$ cat config.mk
export PLATFORM = sky130hd
export DESIGN_NAME = serial_subtractor4
export DESIGN_NICKNAME = d
export VERILOG_FILES = /design/src/rtl/serial_subtractor4_pkg.sv /design/src/rtl/serial_subtractor4_full_subtractor.sv /design/src/rtl/serial_subtractor4.sv
export SDC_FILE = /design/constraint.sdc
export NUM_CORES = 1
export LEC_CHECK = 0
export CORE_MARGIN = 4
export CORE_UTILIZATION = 35
export CTS_CLUSTER_SIZE = 20
export DETAILED_ROUTE_END_ITERATION = 6
export GPL_TIMING_DRIVEN = 1
export PLACE_DENSITY = 0.56
export SKIP_CTS_REPAIR_TIMING = 1
export SYNTH_ARGS = -nofsm -noshare
export SYNTH_HDL_FRONTEND = slang
export SYNTH_HIERARCHICAL = 1
export SYNTH_SLANG_ARGS = --single-unit
$ cat constraint.sdc
create_clock -name clk -period 1.6 [get_ports clk]
set_input_delay 0.48 -clock clk [delete_from_list [all_inputs] [get_ports clk]]
set_output_delay 0.48 -clock clk [all_outputs]
set_load 0.01 [all_outputs]
$ cat src/rtl/serial_subtractor4_pkg.sv
// Shared constants and FSM encoding for the bit-serial 4-bit subtractor.
package serial_subtractor4_pkg;
  localparam int WIDTH_DEF = 4;

  typedef enum logic [1:0] {
    IDLE  = 2'd0,
    SHIFT = 2'd1,
    DONE  = 2'd2
  } state_t;
endpackage

$ cat src/rtl/serial_subtractor4_full_subtractor.sv
// One-bit full subtractor cell: d = x^y^bin, bout = (~x&y) | (~(x^y)&bin).
module full_subtractor (
  input  wire x,
  input  wire y,
  input  wire bin,
  output wire d,
  output wire bout
);
  wire xy, nx, nxy, t1, t2;

  xor g_xy  (xy, x, y);
  xor g_d   (d, xy, bin);
  not g_nx  (nx, x);
  and g_t1  (t1, nx, y);
  not g_nxy (nxy, xy);
  and g_t2  (t2, nxy, bin);
  or  g_bo  (bout, t1, t2);
endmodule

$ cat src/rtl/serial_subtractor4.sv
// Bit-serial subtractor: one bit pair per clock, LSB first, through a single cell.
module serial_subtractor4
  import serial_subtractor4_pkg::*;
#(
  parameter int WIDTH = WIDTH_DEF
) (
  input  logic             clk,
  input  logic             rst_n,
  input  logic             start,
  input  logic [WIDTH-1:0] a,
  input  logic [WIDTH-1:0] b,
  output logic [WIDTH-1:0] diff,
  output logic             borrow,
  output logic             busy,
  output logic             done
);
  localparam int CW = $clog2(WIDTH) + 1;
  localparam logic [CW-1:0] LAST = CW'(WIDTH - 1);

  state_t           state;
  logic [WIDTH-1:0] sa, sb;
  logic [CW-1:0]    cnt;
  logic             d_bit, bout_bit;

  // The borrow flop doubles as the cell's borrow-in and the final borrow output.
  full_subtractor u_cell (
    .x    (sa[0]),
    .y    (sb[0]),
    .bin  (borrow),
    .d    (d_bit),
    .bout (bout_bit)
  );

  always_ff @(posedge clk or negedge rst_n) begin
    if (!rst_n) begin
      state  <= IDLE;
      sa     <= '0;
      sb     <= '0;
      cnt    <= '0;
      diff   <= '0;
      borrow <= 1'b0;
      busy   <= 1'b0;
      done   <= 1'b0;
    end else begin
      case (state)
        IDLE: begin
          if (start) begin
            sa     <= a;
            sb     <= b;
            cnt    <= '0;
            borrow <= 1'b0;
            busy   <= 1'b1;
            state  <= SHIFT;
          end
        end
        SHIFT: begin
          sa     <= sa >> 1;
          sb     <= sb >> 1;
          diff   <= {d_bit, diff[WIDTH-1:1]};
          borrow <= bout_bit;
          if (cnt == LAST) begin
            busy  <= 1'b0;
            done  <= 1'b1;
            state <= DONE;
          end else begin
            cnt <= cnt + 1'b1;
          end
        end
        DONE: begin
          done  <= 1'b0;
          state <= IDLE;
        end
        default: begin
          busy  <= 1'b0;
          done  <= 1'b0;
          state <= IDLE;
        end
      endcase
    end
  end
endmodule

# --- Word-level counts from Yosys, hierarchy flattened ---
# Cells that the tools add are included.
op_classes:
  addsub: 1
  mul: 0
  div_mod_pow: 0
  magnitude_cmp: 0
  eq_ne: 6
  shifts: 0
  mux: 17
  bitwise: 9
  n_reduce_logical: 7
ops:
  columns: ["operator", "count"]
  rows:
  - ["$pmux W4 S2", 2]
  - ["$mux W4", 2]
  - ["$mux W3", 2]
  - ["$ne A2 B2 Y1 const B", 3]
  - ["$pmux W3 S2", 1]
  - ["$reduce_and A2 Y1", 3]
  - ["$reduce_and A3 Y1", 2]
  - ["$mux W1", 4]
  - ["$mux W2", 2]
  - ["$not A1 Y1", 4]
  - ["$pmux W1 S2", 2]
  - ["$pmux W2 S2", 1]
  - ["$add A3 B1 Y3 const B", 1]
  - ["$eq A3 B2 Y1 const B", 1]
  - ["$pmux W1 S3", 1]
  - ["$and A1 B1 Y1", 2]
  - ["$eq A2 B1 Y1 const B", 1]
  - ["$eq A2 B2 Y1 const B", 1]
  - ["$logic_not A2 Y1", 1]
  - ["$reduce_bool A2 Y1", 1]
  - ["$xor A1 B1 Y1", 2]
  - ["$or A1 B1 Y1", 1]
totals:
  regBits: 20
  latch_bits: 0
  ramBits: 0
  romBits: 0
  in_bits: 11
  out_inout_bits: 7
  elab_cells: 48
  n_memories: 0

# --- Logic depth before layout (Yosys ltp) ---
# Gate-level depths: netlist (run 1).
logic_depth:
  depth_word: 5
  mapped_depth: 5

# --- Modules after synthesis ---
# The synthesis (run 1) kept the hierarchy.
modules_own_cells:
  columns: ["mod", "n_inst", "cells_each", "area_each_um2"]
  rows:
  - ["serial_subtractor4", 1, 90, 953.4]
  - ["full_subtractor", 1, 4, 31.3]

# --- Least setup slack after synthesis (run 1) ---
# OpenSTA, ideal clock, no wires.
synth_timing:
  path_type: "register -> register"
  from: "register cnt[0]"
  to: "register cnt[0]"
  t_arrival_ns: 1.223
  slack_ns: 0.256
  path_stages_with_launch: 5
  n_path_buf: 0
  path_cell_list: "dfrtp_1 -> ha_1 -> ha_1 -> mux2_2 -> a22o_1"
synth_via:
  elab_chain_cells: 3
  word_cells_on_any_way: 6
  classes_between: "1 x add/sub; 2 x eq/ne; 2 x mux; 1 x reduce/logical"
synth_lines:
  columns: ["item", "line_no", "text"]
  rows:
  - ["start, declared", "serial_subtractor4.sv:22", "logic [CW-1:0] cnt;"]
  - ["start signal, assigned", "serial_subtractor4.sv:66", "cnt <= cnt + 1'b1;"]
  - ["$add A3 B1 Y3 / $eq A3 B2 Y1 (equally long branches)", "serial_subtractor4.sv:66, serial_subtractor4.sv:61", null]
  - ["$mux W3 / $ne A2 B2 Y1 (equally long branches)", null, null]
  - ["$pmux W3 S2 / $reduce_and A3 Y1 (equally long branches)", null, null]
# Several ways; a longest one is shown, not always the timed one. The select of a mux whose other input is x is not followed.
# A chain may end at the register's enable or synchronous reset.

# --- Final worst setup path (run 1) ---
layout_timing:
  from: "register cnt[0]"
  to: "register cnt[2]"
# Same word-level chain as after synthesis.

==> flow_metrics.tcl, run 1 <==
set metrics [dict create \
    status "finished, final reports clean" \
    fin_worst_skew_ns 0.00683 \
    internal_power_uw 1440 \
    min-delay-start "diff[0]$_DFFE_PN0P_" \
    timing.critical_path.from_type "flip-flop" \
    critPathLaunch "cnt[0]$_DFFE_PN0P_" \
    clk_pin_slew_worst_paths_ns 0.11 \
    chipWidth_um 61.0 \
    via_count_of_the_first_global_routing_pass 741 \
    worstSetupPathType "reg -> reg" \
    setup.worst_path.end_class "flip-flop" \
    yosysWarnings 6 \
    drtAntennaViolNets 0 \
    fp-row-count 18 \
    fin_crit_sh 0.916 \
    syn-mean-instance-area_sq_um 10.5 \
    die_area_sq_um 3730 \
    wirelength_mm 1.91 \
    number_of_distinct_library_cell_variants_in_the_gate_level_netlist_after_synthesis 27 \
    core_area_sq_um 2590 \
    wl_per_cell_um 12.8 \
    cts_inserted_buffers 3 \
    start_util 0.380 \
    cpMostUsedCell "ha_1" \
    grt_pass1_wl_mm 3.37 \
    worst_slew_margin_rel 0.750 \
    slowest_delay_ns 0.42 \
    grt-ovfl-total 0 \
    clock.fmax_mhz 682 \
    p_seq_frac 0.402 \
    layout_min_cycle_time_ns 1.47 \
    buffers_on_ports 17 \
    fraction_of_layout_cells_with_a_size_suffix_above_1 0.168 \
    track_usage 0.125 \
    postSynthRegisterBits 20 \
    grt_max_degree 21 \
    clock_insertion_delay_worst_skew_ns 0.30 \
    synth_cells 94 \
    syn_area_sq_um 985 \
    pwr_density_cell_nw_per_um2 1790 \
    max_slew.worst_pin.slew_ns 0.375 \
    number_of_vias_per_cell_after_detailed_routing 4.97 \
    htree_num_levels 1 \
    drv.max_cap_violation_count 0 \
    clkPwrFrac 0.129 \
    cts_sinks 20 \
    synth_seq_area_share 0.508 \
    hold_path_end "diff[0]$_DFFE_PN0P_" \
    number_of_instances_in_the_placed_design 144 \
    multi_input_area_sq_um 418 \
    finalHoldViolations 0 \
    instances_no_fill 149 \
    worst_reg_to_reg_cells 5 \
    whs_path_depth 2 \
    hpwlAfterDp_mm 1.40 \
    timing_max_transition_violations_final 0 \
    fillCellCount 249 \
    cp.arrival_ns 1.66 \
    report.final.setup_viol 0 \
    static-leakage-power_uw 0.000647 \
    path_cells "ha_1 > ha_1 > inv_1 > nand2_1 > o311ai_0" \
    setup.reg_to_reg.worst_slack_ns 0.13 \
    flow.area_growth_from_synthesis_pct 29.0 \
    cp_slowest_cell "dfrtp_1" \
    hold_path.class "reg -> reg" \
    ys_top_cells_by_area "dfrtp_1 (51%), nand2_1 (6.1%), nor2_1 (4.2%), a211oi_2 (3.8%), a22o_1 (3.6%)" \
    via_count 740 \
    cts-root-to-sink-buffers 2 \
    layout.cells.most_common "dfrtp_1" \
    crit-reg2reg-launch "cnt[0]$_DFFE_PN0P_" \
    switchingPower_uw 835 \
    synth_fp_nets 108 \
    num-nets-final 134 \
    power_frac_comb 0.469 \
    die_y_um 61.0 \
    num_io_pins 18 \
    place_congestion 0.700 \
    number_of_design_rule_violations_left_by_the_first_detailed_router_iteration 23 \
    netlist.area_leader.share 0.508 \
    synth_largest_area_cell "dfrtp_1" \
    drtPass1Iterations 4 \
    antenna-diode-count 0 \
    initial_antenna_violation_count 0 \
    critical_path_required_ns 1.80 \
    tritoncts "yes" \
    most_frequent_cells_in_the_layout "dfrtp_1 (20), nand2_1 (16), nor2_1 (11)" \
    vdd_drop_max_mv 0.863 \
    critical_path_peak_fanout 6 \
    swShare 0.366 \
    area_occupied_by_registers_sq_um 500 \
    ctsRootBufferMaster "clkbuf_4" \
    detail_route.drc_violations 0 \
    r2r-end "cnt[2]$_DFFE_PN0P_" \
    rsz0062_at_grt "false" \
    power_uw 2280 \
]
[power groups by stage]
| stage | combinational [uW] | sequential, uW | clock [uW] |
|---|---|---|---|
| global placement | 1070 | 929 | 0 |
| finish | 1070 | 916 | 293 |
| floorplan | 799 | 889 | 0 |
| CTS | 1090 | 922 | 307 |
| detailed placement | 1090 | 931 | 0 |
| global route | 1230 | 955 | 332 |
[synth_stat cells]
cell / n
nand2b_1: 1
o221a_1: 3
nand2b_4: 1
mux2_2: 1
fa_1: 1
o21ai_1: 2
nor2_1: 11
ha_1: 2
nand3b_1: 3
o21ba_4: 1
o22ai_1: 1
a21boi_1: 1
o21bai_1: 1
a211oi_2: 3
nand3_1: 1
a22o_1: 4
nor2b_1: 1
nand2_1: 16
buf_6: 3
o21ai_0: 2
nor3_1: 3
o311ai_0: 1
buf_2: 2
dfrtp_1: 20
a21oi_1: 2
nor2b_2: 1
inv_1: 6
[per-layer routing]
metal  GRT usage  part of all wire  wire (um)  vias up
li1            -                 -          -      374
met1       0.168              0.48        908      345
met2       0.189              0.45        856       16
met3      0.0440             0.061        117        5
met4      0.0372             0.013         25        0
met5           0                 0          0        -
[critical path, delay by kind of cell (launching register included)]
family | cells | cell delay [ns]
adder cells (fa/ha/maj) | 2 | 0.45
flip-flops | 1 | 0.42
AO/OA/AOI/OAI | 1 | 0.28
buffers and inverters | 1 | 0.12
AND/OR/NAND/NOR | 1 | 0.08
[kinds of logic (layout without fill, tap and decap cells)]
family                     Yosys count  after routing  synth area share
AOI/OAI and AO/OA                   21             21             0.186
adders and majority gates            3              3            0.0457
buffers and inverters               11             36            0.0673
DFF                                 20             20             0.508
muxes                                1              1            0.0114
and+or+nand+nor                     38             38             0.182
[how the worst max path moves through the flow]
| stage | to | slack [ns] |
|---|---|---|
| global route | cnt[2]$_DFFE_PN0P_ | 0.03 |
| global placement | sa[1]$_DFFE_PN0P_ | -0.06 |
| floorplan | cnt[0]$_DFFE_PN0P_ | 0.26 |
| detailed placement | sa[0]$_DFFE_PN0P_ | -0.05 |
| finish | cnt[2]$_DFFE_PN0P_ | 0.13 |
| CTS | borrow | -0.14 |
[sequential cells by signal, indices dropped and copies added, names as in the netlist]
name	cells
borrow	1
busy	1
cnt	3
diff	4
done	1
sa	4
sb	4
state	2
[through the flow]
step / area [sq um] / hold slack [ns] / util / setup TNS (ns) / setup slack (ns)
2_1_floorplan: 985 / 0.184 / - / 0 / 0.256
3_3_place_gp: 1210 / 0.459 / 0.467 / -0.0739 / -0.0584
3_5_place_dp: 1210 / 0.462 / 0.467 / -0.175 / -0.0453
4_1_cts: 1240 / 0.490 / 0.481 / -0.833 / -0.136
5_1_grt: 1270 / 0.502 / 0.490 / 0 / 0.0280
6_report: 1270 / 0.479 / 0.490 / 0 / 0.134
[layout make-up]
type / instances / share of cell area
Clock buffer: 4 / 0.0286
Inverter: 6 / 0.0177
Multi-Input combinational cell: 63 / 0.329
Sequential cell: 20 / 0.394
Tap cell: 30 / 0.0296
Timing Repair Buffer: 26 / 0.201
Power figures use the tool's default switching activity.
==> run 2: changes to the inputs <==
--- a/config.mk
+++ b/config.mk
@@ -10,7 +10,7 @@
 export CTS_CLUSTER_SIZE = 20
 export DETAILED_ROUTE_END_ITERATION = 6
 export GPL_TIMING_DRIVEN = 1
-export PLACE_DENSITY = 0.56
+export PLACE_DENSITY = 0.58
 export SKIP_CTS_REPAIR_TIMING = 1
 export SYNTH_ARGS = -nofsm -noshare
 export SYNTH_HDL_FRONTEND = slang
==> constraint.sdc (replaced) <==
create_clock -name clk -period 1.24 [get_ports clk]
set_input_delay 0.372 -clock clk [delete_from_list [all_inputs] [get_ports clk]]
set_output_delay 0.372 -clock clk [all_outputs]
set_load 0.01 [all_outputs]
==> run 2 against run 1 <==
Compared with the run above: the flow now finishes with violations (negative setup slack); clock skew decreased by 0.0048 ns; utilization increased by 4.6 points; setup slack got worse by 0.23 ns; sequential cell count unchanged; global-route usage decreased by 0.10 points; die area unchanged; cell area increased by 9.4%; sequential power increased by 26%; sequential share of layout area decreased by 3.3 points; largest power group unchanged; register-to-register slack got worse by 0.23 ns.
==> flow_metrics.tcl, run 2 (synthesized netlist as in run 1, its figures left out) <==
set metrics [dict create \
    number_of_instances_in_the_placed_design 156 \
    crit-reg2reg-launch "cnt[0]$_DFFE_PN0P_" \
    grt_max_degree 21 \
    hold_path.class "in -> async" \
    static-leakage-power_uw 0.000658 \
    core_area_sq_um 2590 \
    pwr_density_cell_nw_per_um2 2390 \
    ctsRootBufferMaster "clkbuf_4" \
    slowest_delay_ns 0.39 \
    setup.reg_to_reg.worst_slack_ns -0.09 \
    hpwlAfterDp_mm 1.53 \
    holdWs_ns 0.402 \
    initial_antenna_violation_count 0 \
    timing.critical_path.from_type "flip-flop" \
    maxUsedRoutingLayer "met4" \
    final_design_area_no_fill_sq_um 1390 \
    track_usage 0.124 \
    wl_per_cell_um 13.0 \
    met2_wirelength_mm 1.09 \
    buffers_on_ports 17 \
    die_y_um 61.0 \
    critical_path_required_ns 1.44 \
    r2r-end "cnt[0]$_DFFE_PN0P_" \
    timing_max_transition_violations_final 0 \
    status "finished, violations left" \
    cts_sinks 20 \
    cp_slowest_cell "dfrtp_1" \
    wirelength_mm 2.13 \
    critical_path_buf_inv_count 0 \
    via_count 818 \
    multi_input_area_sq_um 463 \
    die_area_sq_um 3730 \
    power_uw 3320 \
    regs_by_ff_count "diff (4), sa (4), sb (4)" \
    most_frequent_cells_in_the_layout "buf_4 (23), dfrtp_1 (19), nand2_1 (15)" \
    fp-row-count 18 \
    drtPass1Iterations 4 \
    worst_slew_margin_rel 0.773 \
    worst_reg_to_reg_cells 5 \
    worst_path_dominant_cell_family "flip-flops" \
    path_cells "ha_2 > ha_4 > nor2_1 > mux2_2 > a22o_1" \
    cts_inserted_buffers 3 \
    antenna-diode-count 0 \
    detail_route.drc_violations 0 \
    rsz0062_at_grt "true" \
    cp.arrival_ns 1.54 \
    cts-root-to-sink-buffers 2 \
    place_area_sq_um 1330 \
    fin_worst_skew_ns 0.00198 \
    area_occupied_by_registers_sq_um 502 \
    clock_insertion_delay_worst_skew_ns 0.30 \
    layout_min_cycle_time_ns 1.33 \
    start_util 0.380 \
    chipWidth_um 61.0 \
    fillCellCount 239 \
    report.final.setup_viol 4 \
    vdd_drop_max_mv 1.22 \
    tritoncts "yes" \
    critical_path_peak_fanout 5 \
    route.layer.met1.wl_um 916 \
    setup.worst_path.end_class "flip-flop" \
    fraction_of_layout_cells_with_a_size_suffix_above_1 0.388 \
    worstSetupPathType "reg -> reg" \
    final_setup_slack_of_the_worst_path_ns -0.0946 \
    drtAntennaViolNets 0 \
    violations "negative setup slack" \
    htree_num_levels 1 \
    layout.cells.most_common "buf_4" \
    place_congestion 0.747 \
    number_of_design_rule_violations_left_by_the_first_detailed_router_iteration 12 \
    clock.fmax_mhz 749 \
    instances_no_fill 164 \
    grt-ovfl-total 0 \
    via_count_of_the_first_global_routing_pass 820 \
    num-nets-final 149 \
    num_io_pins 18 \
    number_of_vias_per_cell_after_detailed_routing 4.99 \
    met3_length_um 107 \
    flow.area_growth_from_synthesis_pct 41.0 \
    max_slew.worst_pin.slew_ns 0.340 \
    drv.max_cap_violation_count 0 \
    place_worst_setup_slack_ns -0.331 \
    fin_crit_sh 1.08 \
    clk_pin_slew_worst_paths_ns 0.11 \
    worst-path-stages 5 \
    grt_pass1_wl_mm 3.44 \
    finalHoldViolations 0 \
]
run 2: cell count changes in the layout (fill, tap and decap cells not counted), sizes merged:
cell	before	now
dlymetal6s2s	7	0
clkbuf	4	11
buf	9	24
run 2: worst max-delay path by stage:
stage	start	to	slack [ns]
2_1_floorplan	cnt[1]$_DFFE_PN0P_	cnt[0]$_DFFE_PN0P_	-0.03
3_3_place_gp	start	sa[1]$_DFFE_PN0P_	-0.28
3_5_place_dp	start	sa[1]$_DFFE_PN0P_	-0.33
4_1_cts	borrow$_DFFE_PN0P_	borrow	-0.37
5_1_grt	cnt[0]$_DFFE_PN0P_	cnt[0]$_DFFE_PN0P_	-0.13
6_report	cnt[0]$_DFFE_PN0P_	cnt[0]$_DFFE_PN0P_	-0.09
run 2: cell type report:
class / instances / area share
timing repair buffer: 41 / 0.236
tap: 30 / 0.0270
multi-input combinational: 63 / 0.333
sequential: 20 / 0.361
clock buffer: 4 / 0.0261
inverter: 6 / 0.0162
run 2: worst register-to-register path, stage by stage (launching register included):
cell and delay (ns):
dfrtp_1 0.39, ha_2 0.20, ha_4 0.15, nor2_1 0.06
mux2_2 0.26, a22o_1 0.18
run 2: per-layer routing:
layer,global-route usage,vias to the layer above
met3,0.0377,2
met1,0.149,399
met2,0.216,17
li1,-,400
met4,0.0279,0
met5,0,-
run 2: report_power, final:
part / internal [uW] / switching (uW) / total [uW]
Combinational: 984 / 797 / 1780
Sequential: 945 / 206 / 1150
Clock: 179 / 205 / 385
Total: 2110 / 1210 / 3320
run 2: stage by stage:
step                      TNS [ns]  utilization
final                       -0.157        0.536
after global routing        -0.528        0.536
after CTS                    -2.80        0.526
after detailed placement     -3.42        0.512
after global placement       -3.11        0.512
after floorplan            -0.0335            -
==> run 3: changes to the inputs <==
--- a/config.mk
+++ b/config.mk
@@ -11,6 +11,7 @@
 export DETAILED_ROUTE_END_ITERATION = 6
 export GPL_TIMING_DRIVEN = 1
 export PLACE_DENSITY = 0.58
+export RECOVER_POWER = 50
 export SKIP_CTS_REPAIR_TIMING = 1
 export SYNTH_ARGS = -nofsm -noshare
 export SYNTH_HDL_FRONTEND = slang
==> run 3 against run 2 <==
Compared with the run above: critical endpoint unchanged; global-route usage did not move; final cell count did not move; combinational power barely moved; total power fell by 0.21%; clock power barely moved; the flow still finishes with violations (negative setup slack); count of clock-buffer cells in the layout did not move; largest cell class unchanged; largest power group unchanged; register-to-register slack barely moved; sequential share of layout area rose by 0.39 points; hold slack improved by 0.13 ns; clock skew did not move; setup slack did not move.
==> flow_metrics.tcl, run 3 (synthesized netlist as in run 1, its figures left out) <==
set metrics [dict create \
    power_frac_comb 0.536 \
    max_slew.worst_pin.slew_ns 0.513 \
    htree_num_levels 1 \
    clock_insertion_delay_worst_skew_ns 0.30 \
    fp-row-count 18 \
    track_usage 0.124 \
    grt_max_degree 21 \
    die_area_sq_um 3730 \
    final_design_area_no_fill_sq_um 1370 \
    tritoncts "yes" \
    critical_path_peak_fanout 5 \
    num-nets-final 149 \
    clkPwrFrac 0.116 \
    place_congestion 0.747 \
    num_io_pins 18 \
    vdd_drop_max_mv 1.22 \
    buffers_on_ports 17 \
    wirelength_mm 2.13 \
    report.final.setup_viol 4 \
    critical_path_required_ns 1.44 \
    cts_sinks 20 \
    via_count 818 \
    regs_by_ff_count "diff (4), sa (4), sb (4)" \
    antenna-diode-count 0 \
    detail_route.drc_violations 0 \
    fin_worst_skew_ns 0.00198 \
    via_count_of_the_first_global_routing_pass 820 \
    setup.worst_path.end_class "flip-flop" \
    ctsRootBufferMaster "clkbuf_4" \
    die_y_um 61.0 \
    grt-ovfl-total 0 \
    violations "negative setup slack" \
    grt_pass1_wl_mm 3.44 \
    p_seq_frac 0.348 \
    chipWidth_um 61.0 \
    initial_antenna_violation_count 0 \
    static-leakage-power_uw 0.000653 \
    place_area_sq_um 1330 \
    switchingPower_uw 1210 \
    slowest_delay_ns 0.39 \
    holdWs_ns 0.534 \
    drtAntennaViolNets 0 \
    path_cells "ha_2 > ha_4 > nor2_1 > mux2_2 > a22o_1" \
    flow.area_growth_from_synthesis_pct 39.5 \
    worstSetupPathType "reg -> reg" \
    most_frequent_cells_in_the_layout "buf_4 (23), dfrtp_1 (19), nand2_1 (15)" \
    swShare 0.365 \
    finalHoldViolations 0 \
    start_util 0.380 \
    number_of_design_rule_violations_left_by_the_first_detailed_router_iteration 13 \
    cts_inserted_buffers 3 \
    rsz0062_at_grt "true" \
    fin_crit_sh 1.08 \
    layout_min_cycle_time_ns 1.33 \
    fraction_of_layout_cells_with_a_size_suffix_above_1 0.388 \
    internal_power_uw 2100 \
    number_of_instances_in_the_placed_design 156 \
    timing.critical_path.from_type "flip-flop" \
    fillCellCount 241 \
    drtPass1Iterations 4 \
    cp.arrival_ns 1.54 \
    final_setup_slack_of_the_worst_path_ns -0.0946 \
    wl_per_cell_um 13.0 \
    status "finished, violations left" \
    worst_slew_margin_rel 0.658 \
    pwr_density_cell_nw_per_um2 2410 \
    hpwlAfterDp_mm 1.53 \
    drv.max_cap_violation_count 0 \
    clk_pin_slew_worst_paths_ns 0.11 \
    clock.fmax_mhz 749 \
    instances_no_fill 164 \
    fin_tns_setup_ns -0.157 \
    cp_slowest_cell "dfrtp_1" \
    core_area_sq_um 2590 \
    layout.cells.most_common "buf_4" \
    cts-root-to-sink-buffers 2 \
    timing_max_transition_violations_final 0 \
    number_of_vias_per_cell_after_detailed_routing 4.99 \
    hold_path.class "reg -> reg" \
    setup.reg_to_reg.worst_slack_ns -0.09 \
]
## run 3: changes by cell type in the layout (fill, tap and decap cells not counted)
cell	before	now
dlygate4sd3_1	0	1
clkbuf_2	7	8
clkdlybuf4s50_1	10	9
buf_12	1	0
## run 3: per-layer routing
layer | GRT usage | part of all wire | vias to the layer above
met5 | 0 | 0 | -
met4 | 0.0279 | 0.0056 | 0
met3 | 0.0377 | 0.050 | 2
met2 | 0.216 | 0.51 | 17
met1 | 0.149 | 0.43 | 399
li1 | - | - | 400
## run 3: power by group through the flow
stage          clock, uW  sequential (uW)  combinational [uW]
2_1_floorplan          0             1150                1060
3_3_place_gp           0             1150                1690
3_5_place_dp           0             1160                1740
4_1_cts              407             1150                1750
5_1_grt              427             1190                1990
6_report             385             1150                1770
## run 3: cell type report
type                    instances  area, sq um  share of cell area
clock buffers                   4         36.3              0.0264
inverters                       6         22.5              0.0164
multi-input cells              63          463               0.337
flip-flops and latches         20          502               0.365
well taps                      30         37.5              0.0273
repair buffers                 41          313               0.228
## run 3: worst paths after layout
check,startpoint,end,cells past startpoint
hold reg to reg,done$_DFFE_PN0P_,done$_DFFE_PN0P_,2
min in group asynchronous,rst_n,sb[2]$_DFFE_PN0P_,2
setup / recovery,cnt[0]$_DFFE_PN0P_,cnt[0]$_DFFE_PN0P_,5
hold / removal,done$_DFFE_PN0P_,done$_DFFE_PN0P_,2
setup reg to reg,cnt[0]$_DFFE_PN0P_,cnt[0]$_DFFE_PN0P_,5
max in group asynchronous,rst_n,state[1]$_DFFE_PN0P_,2
## run 3: critical path, delay by kind of cell (launching register included)
kind	cells	cell delay (ns)
flip-flops	1	0.39
AO/OA/AOI/OAI	1	0.18
multiplexers	1	0.26
AND/OR/NAND/NOR	1	0.05
adder cells (fa/ha/maj)	2	0.35
## run 3: through the flow
stage | utilization | power [uW] | worst slack [ns]
6_report | 0.530 | 3310 | -0.0946
5_1_grt | 0.530 | 3610 | -0.135
4_1_cts | 0.526 | 3300 | -0.365
3_5_place_dp | 0.512 | 2910 | -0.331
3_3_place_gp | 0.512 | 2850 | -0.280
2_1_floorplan | - | 2210 | -0.0335
